<file path="src/rtl/drum_dot_accum.sv">
// Dot-product accumulator behind the DRUM approximate multiplier: sums VEC_LEN
// unsigned products per result with saturation and a sticky overflow flag.
//
//  state | meaning
//  ------+-------------------------------------------------------------
//  ACCUM | accepting products, acc_q holds the running sum
//  HOLD  | vector complete, result presented until the sink takes it
module drum_dot_accum #(
  parameter int PROD_W  = 16,
  parameter int ACC_W   = 24,
  parameter int VEC_LEN = 8
) (
  input  logic              clk,
  input  logic              rst_n,
  input  logic              clear,
  input  logic              prod_valid,
  output logic              prod_ready,
  input  logic [PROD_W-1:0] prod,
  output logic              acc_valid,
  input  logic              acc_ready,
  output logic [ACC_W-1:0]  acc_out,
  output logic              acc_ovf
);

  localparam logic [7:0]       LAST_IDX = 8'(VEC_LEN - 1);
  localparam logic [ACC_W-1:0] ACC_MAX  = '1;

  typedef enum logic {
    ACCUM = 1'b0,
    HOLD  = 1'b1
  } state_e;

  state_e           state_q, state_d;
  logic [ACC_W-1:0] acc_q, acc_d;
  logic [7:0]       count_q, count_d;
  logic             ovf_q, ovf_d;
  logic [ACC_W:0]   sum;

  // One extra bit so the carry out of the add flags saturation.
  assign sum = {1'b0, acc_q} + {{(ACC_W + 1 - PROD_W){1'b0}}, prod};

  always_ff @(posedge clk or negedge rst_n) begin
    if (!rst_n) begin
      state_q <= ACCUM;
      acc_q   <= '0;
      count_q <= '0;
      ovf_q   <= 1'b0;
    end else begin
      state_q <= state_d;
      acc_q   <= acc_d;
      count_q <= count_d;
      ovf_q   <= ovf_d;
    end
  end

  always_comb begin
    state_d = state_q;
    acc_d   = acc_q;
    count_d = count_q;
    ovf_d   = ovf_q;
    if (clear) begin
      state_d = ACCUM;
      acc_d   = '0;
      count_d = '0;
      ovf_d   = 1'b0;
    end else begin
      unique case (state_q)
        ACCUM: begin
          if (prod_valid) begin
            acc_d   = sum[ACC_W] ? ACC_MAX : sum[ACC_W-1:0];
            ovf_d   = ovf_q | sum[ACC_W];
            count_d = count_q + 8'd1;
            if (count_q == LAST_IDX) begin
              state_d = HOLD;
            end
          end
        end
        HOLD: begin
          if (acc_ready) begin
            state_d = ACCUM;
            acc_d   = '0;
            count_d = '0;
            ovf_d   = 1'b0;
          end
        end
        default: state_d = ACCUM;
      endcase
    end
  end

  assign prod_ready = (state_q == ACCUM);
  assign acc_valid  = (state_q == HOLD);
  assign acc_out    = acc_q;
  assign acc_ovf    = ovf_q;

endmodule

</file>
<file path="config.mk">
export PLATFORM = sky130hd
export DESIGN_NAME = drum_dot_accum
export DESIGN_NICKNAME = d
export VERILOG_FILES = /design/src/rtl/drum_dot_accum.sv
export SDC_FILE = /design/constraint.sdc
export NUM_CORES = 1
export LEC_CHECK = 0
export ABC_AREA = 1
export BUFFER_PORTS_ARGS = -buffer_cell sky130_fd_sc_hd__buf_4
export CAP_MARGIN = 20
export CORE_MARGIN = 10
export CORE_UTILIZATION = 57
export DETAILED_ROUTE_END_ITERATION = 10
export PLACE_DENSITY = 0.81
export SLEW_MARGIN = 40
export SYNTH_ARGS = -nofsm -noshare
export SYNTH_HDL_FRONTEND = slang
export SYNTH_SLANG_ARGS = --single-unit
</file>
<file path="constraint.sdc">
create_clock -name clk -period 2.7 [get_ports clk]
set_clock_uncertainty 0.05 [all_clocks]
set_input_delay 0.27 -clock clk [delete_from_list [all_inputs] [get_ports clk]]
set_output_delay 0.27 -clock clk [all_outputs]
set_load 0.02 [all_outputs]
</file>
==> tab_implementation.tex <==
\begin{tabular}{lr}
\hline
Metric & Value \\
\hline
\multicolumn{2}{l}{\textbf{Status}} \\
\quad Result of the run & finished, final reports clean \\
\multicolumn{2}{l}{\textbf{Floorplan}} \\
\quad Initial Util & 59.6\% \\
\quad Die X & about 94 um \\
\quad Number of primary I/O pins & 48 \\
\quad Cell row count & 26 \\
\quad Overall die area & about 8700 um\^{}2 \\
\quad Vertical die dimension & 93.5 um \\
\quad Core box area & 5170 um\^{}2 \\
\multicolumn{2}{l}{\textbf{Layout}} \\
\quad Layout overhead on the synthesized area & 17.8\% \\
\quad Share of cells above drive strength 1 & between 10\% and 20\% \\
\quad Number of antenna cells inserted & 0 \\
\quad Fin area & around 3600 um\^{}2 \\
\quad Commonest non-fill, non-tap cell in the layout & sky130\_fd\_sc\_hd\_\_nand2\_1 \\
\quad Final Net Count & 560 \\
\quad Most used cells in the layout excluding fill and tap cells & sky130\_fd\_sc\_hd\_\_nand2\_1, sky130\_fd\_sc\_hd\_\_inv\_1, sky130\_fd\_sc\_hd\_\_buf\_4, sky130\_fd\_sc\_hd\_\_dfrtp\_1, sky130\_fd\_sc\_hd\_\_nor2\_1 \\
\quad Share of the core filled with cells in the final layout & 70.2\% \\
\multicolumn{2}{l}{\textbf{Global route}} \\
\quad Global-route wire length before repair & between 10000 and 15000 um \\
\quad Maximum number of pins on one net before global-route repair & 35 \\
\quad Gr usage total & about a fifth \\
\quad Leftover overflow at the end of global routing & 0 \\
\quad Vias in the first global route & 3068 \\
\quad Initial antenna violation count & 0 \\
\multicolumn{2}{l}{\textbf{Clock tree}} \\
\quad Root buf cell & sky130\_fd\_sc\_hd\_\_clkbuf\_8 \\
\quad CTS tree & built \\
\quad Post-CTS Repair Setup Buffers & 0 \\
\quad Clock tree sinks & 34 \\
\quad Register clock-pin slew on the reported worst setup and hold paths & 0.08 ns \\
\quad Number of gates resized after cts & 0 \\
\quad CTS buffer count & 5 \\
\quad Latest clock arrival within the worst-skew pair & about 0.29 ns \\
\quad \# H-tree levels & 2 \\
\quad Clk buf depth & 2 \\
\multicolumn{2}{l}{\textbf{Routing}} \\
\quad Number of iterations in the first detailed-routing pass & 5 \\
\quad DR DRC count & 0 \\
\quad Drt wl/cell & 13.7 um \\
\quad Avg Vias per Cell & $\sim$5.4 \\
\quad Via total after detailed routing & 3188 \\
\quad Number of routed nets with antenna violations & 0 \\
\quad Total wire length after detailed routing & 8140 um \\
\quad Count of routing violations after the opening detailed-route iteration & 217 \\
\multicolumn{2}{l}{\textbf{Logic synthesis}} \\
\quad Syn avg cell area & 6.56 um\^{}2 \\
\quad Combined area of all synthesized cells & 3080 um\^{}2 \\
\quad Total number of yosys warnings & 0 \\
\quad Flop and latch count out of synthesis & 34 \\
\quad Portion of the post-synthesis area used by sequential elements & between 20 and 30\% \\
\quad Area share of the leading cell type in the synthesized netlist & between 20 and 30\% \\
\quad Leading area contributor after synthesis & sky130\_fd\_sc\_hd\_\_dfrtp\_1 \\
\quad Distinct cell type count of the synthesized netlist & 41 \\
\quad Cells after Synth & 470 \\
\quad Net Count, Synth & 509 \\
\quad Cell types occupying the most area after synthesis & sky130\_fd\_sc\_hd\_\_dfrtp\_1, sky130\_fd\_sc\_hd\_\_nand2\_1, sky130\_fd\_sc\_hd\_\_inv\_1 \\
\multicolumn{2}{l}{\textbf{Critical path}} \\
\quad Crit path required time & 2.83 ns \\
\quad Crit Reg-Reg Startpoint & acc\_out[0]\$\_DFFE\_PN0P\_ \\
\quad Critical path class & reg -> reg \\
\quad Reg-to-reg endpoint & acc\_out[9]\$\_DFFE\_PN0P\_ \\
\quad Max stage delay on crit path & 0.44 ns \\
\quad Maximum fanout along the worst path & 11 \\
\quad Number of cell instances on the worst register-to-register path & 10 \\
\quad Launching element of the worst setup path & acc\_out[0]\$\_DFFE\_PN0P\_ \\
\quad Worst Path Arrival & 2.33 ns \\
\quad Reg2reg setup slack & 0.49 ns \\
\quad Crit path buf inv count & 0 \\
\quad Cells along the critical path & ha\_1, fa\_1, nand2\_1, nand2\_1, nand3\_2, nand3\_4, nand3\_1, o21ai\_2, o21ai\_0, nand2\_1 \\
\quad Most repeated library cell on the critical path & sky130\_fd\_sc\_hd\_\_nand2\_1 \\
\quad Cell with the largest stage delay on the worst path & sky130\_fd\_sc\_hd\_\_fa\_1 \\
\quad Startpoint class of the critical path & register \\
\quad Endpoint class of the critical path & register \\
\quad Cell class contributing the biggest share of worst-path delay & adder cells \\
\multicolumn{2}{l}{\textbf{STA}} \\
\quad Relative slew slack & 64.6\% \\
\quad Worst-case setup margin in the final layout & 0.494 ns \\
\quad Number of failing setup endpoints in the final timing report & 0 \\
\quad Count of endpoints failing hold in the final timing report & 0 \\
\quad Setup repair after global routing missed its margin & no \\
\quad Period Utilization, post-route & 81.7\% \\
\quad Slew of the pin with the lowest slew margin & 0.527 ns \\
\quad Fmax achieved & 0.453 GHz \\
\quad Min Tclk post-route & 2.21 ns \\
\quad Post-route setup TNS & 0 ns \\
\quad Final Max Tran Viols & 0 \\
\multicolumn{2}{l}{\textbf{Place}} \\
\quad Worst slack at placement & $\sim$0.55 ns \\
\quad Number of port buffers & 47 \\
\quad Final Wtd Congestion & 0.994 \\
\quad Detail Placement HPWL & 6350 um \\
\quad Instance area at placement & 3480 um\^{}2 \\
\multicolumn{2}{l}{\textbf{Flow run}} \\
\quad Max Cap Violations & 0 \\
\multicolumn{2}{l}{\textbf{Worst hold path}} \\
\quad Number of instances on the worst hold path & 4 \\
\quad Destination of the worst hold path & acc\_valid\$\_DFF\_PN0\_ \\
\quad Critical hold path startpoint & clear \\
\quad Path category of the worst min-delay check & in -> reg \\
\multicolumn{2}{l}{\textbf{Pwr}} \\
\quad Cell leakage power & 2.14 nW \\
\quad Max VDD drop & 365 uV \\
\quad Power consumption & 1.86 mW \\
\quad Power per unit of standard cell area & 513 nW/um\^{}2 \\
\hline
\end{tabular}
layer usage:
metal	wire length [um]	GRT usage [%]	vias up	share of wire [%]
met5	0	0	-	0
met3	564	4.08	24	6.9
met1	3400	22.4	1459	42
met2	3980	32.4	135	49
met4	191	6.58	0	2.3
li1	-	-	1570	-
per-stage QoR:
step	cells	hold slack [ns]
finish	592	0.228
global route	592	0.262
CTS	592	0.235
detailed placement	583	0.200
global placement	583	0.198
floorplan	470	-0.0756
worst reg2reg max path: stages (launching register included):
cell and delay, ns:
sky130_fd_sc_hd__dfrtp_1 0.40, sky130_fd_sc_hd__ha_1 0.23, sky130_fd_sc_hd__fa_1 0.44, sky130_fd_sc_hd__nand2_1 0.10, sky130_fd_sc_hd__nand2_1 0.12, sky130_fd_sc_hd__nand3_2 0.12, sky130_fd_sc_hd__nand3_4 0.09, sky130_fd_sc_hd__nand3_1 0.10
sky130_fd_sc_hd__o21ai_2 0.17, sky130_fd_sc_hd__o21ai_0 0.22, sky130_fd_sc_hd__nand2_1 0.06
power breakdown:
part	switching, mW	total [mW]	internal (mW)
Clock	0.213	0.583	0.370
Combinational	0.429	0.682	0.253
Sequential	0.0415	0.597	0.555
Total	0.683	1.86	1.18
logic make-up after synthesis:
kind of cell | Yosys count | share of synthesized area, %
buffers and inverters | 74 | 10.1
AOI/OAI and AO/OA | 39 | 7.43
adders and majority gates | 18 | 7.55
DFF | 34 | 27.6
and+or+nand+nor | 296 | 44.8
xor gates and xnor gates | 9 | 2.56
synthesized netlist by cell type:
cell	count
sky130_fd_sc_hd__fa_1	1
sky130_fd_sc_hd__nor2_2	2
sky130_fd_sc_hd__inv_1	63
sky130_fd_sc_hd__nor3b_2	1
sky130_fd_sc_hd__a21oi_2	1
sky130_fd_sc_hd__buf_12	1
sky130_fd_sc_hd__nand2_2	8
sky130_fd_sc_hd__xor2_1	9
sky130_fd_sc_hd__nor2_4	3
sky130_fd_sc_hd__a22o_1	1
sky130_fd_sc_hd__o41ai_1	1
sky130_fd_sc_hd__nor3_1	2
sky130_fd_sc_hd__and2_4	1
sky130_fd_sc_hd__inv_2	3
sky130_fd_sc_hd__a21o_1	2
sky130_fd_sc_hd__o21ai_2	1
sky130_fd_sc_hd__nand3_2	11
sky130_fd_sc_hd__nand3_1	28
sky130_fd_sc_hd__nor2_8	1
sky130_fd_sc_hd__or2_1	2
sky130_fd_sc_hd__nand4_1	6
sky130_fd_sc_hd__nand4_2	1
sky130_fd_sc_hd__buf_6	2
sky130_fd_sc_hd__and3_1	1
sky130_fd_sc_hd__nand3b_1	2
sky130_fd_sc_hd__nand2_1	186
sky130_fd_sc_hd__clkbuf_1	2
sky130_fd_sc_hd__nor4_1	1
sky130_fd_sc_hd__nand2_4	3
sky130_fd_sc_hd__a21oi_1	15
sky130_fd_sc_hd__clkinv_1	2
sky130_fd_sc_hd__o21ai_0	6
sky130_fd_sc_hd__clkbuf_2	1
sky130_fd_sc_hd__dfrtp_1	34
sky130_fd_sc_hd__o21ai_4	1
sky130_fd_sc_hd__nand3_4	1
sky130_fd_sc_hd__and2_1	3
sky130_fd_sc_hd__o21ai_1	10
sky130_fd_sc_hd__ha_1	17
sky130_fd_sc_hd__o21a_1	1
sky130_fd_sc_hd__nor2_1	33
registers in the layout, summed over array words and instances, names as in the netlist:
signal,cells
acc_out,24
count_q,8
acc_ovf,1
acc_valid,1
how the worst max path moves through the flow:
stage          depth (start not counted)                      end  slack (ns)
6_report                              10   acc_out[9]$_DFFE_PN0P_        0.49
5_1_grt                               10   acc_out[9]$_DFFE_PN0P_        0.26
4_1_cts                               12  acc_out[12]$_DFFE_PN0P_        0.50
3_5_place_dp                          13  acc_out[12]$_DFFE_PN0P_        0.55
3_3_place_gp                          12      acc_ovf$_DFFE_PN0P_        0.61
2_1_floorplan                         13  acc_out[21]$_DFFE_PN0P_        0.62
repair_timing:
action                     4_1_cts  5_1_grt
hold buffers                     1        0
setup endpoints to repair        0        0
hold endpoints to repair        34        0
area by class of cell:
class                           count  area [um^2]
Inverter                           68          255
Clock inverter                      3         68.8
Sequential cell                    34          851
Multi-Input combinational cell    362         1920
Tap cell                           70         87.6
Clock buffer                        5         68.8
Fill cell                         465         1540
Timing Repair Buffer               50          378
(Power assumes the default switching activity.)
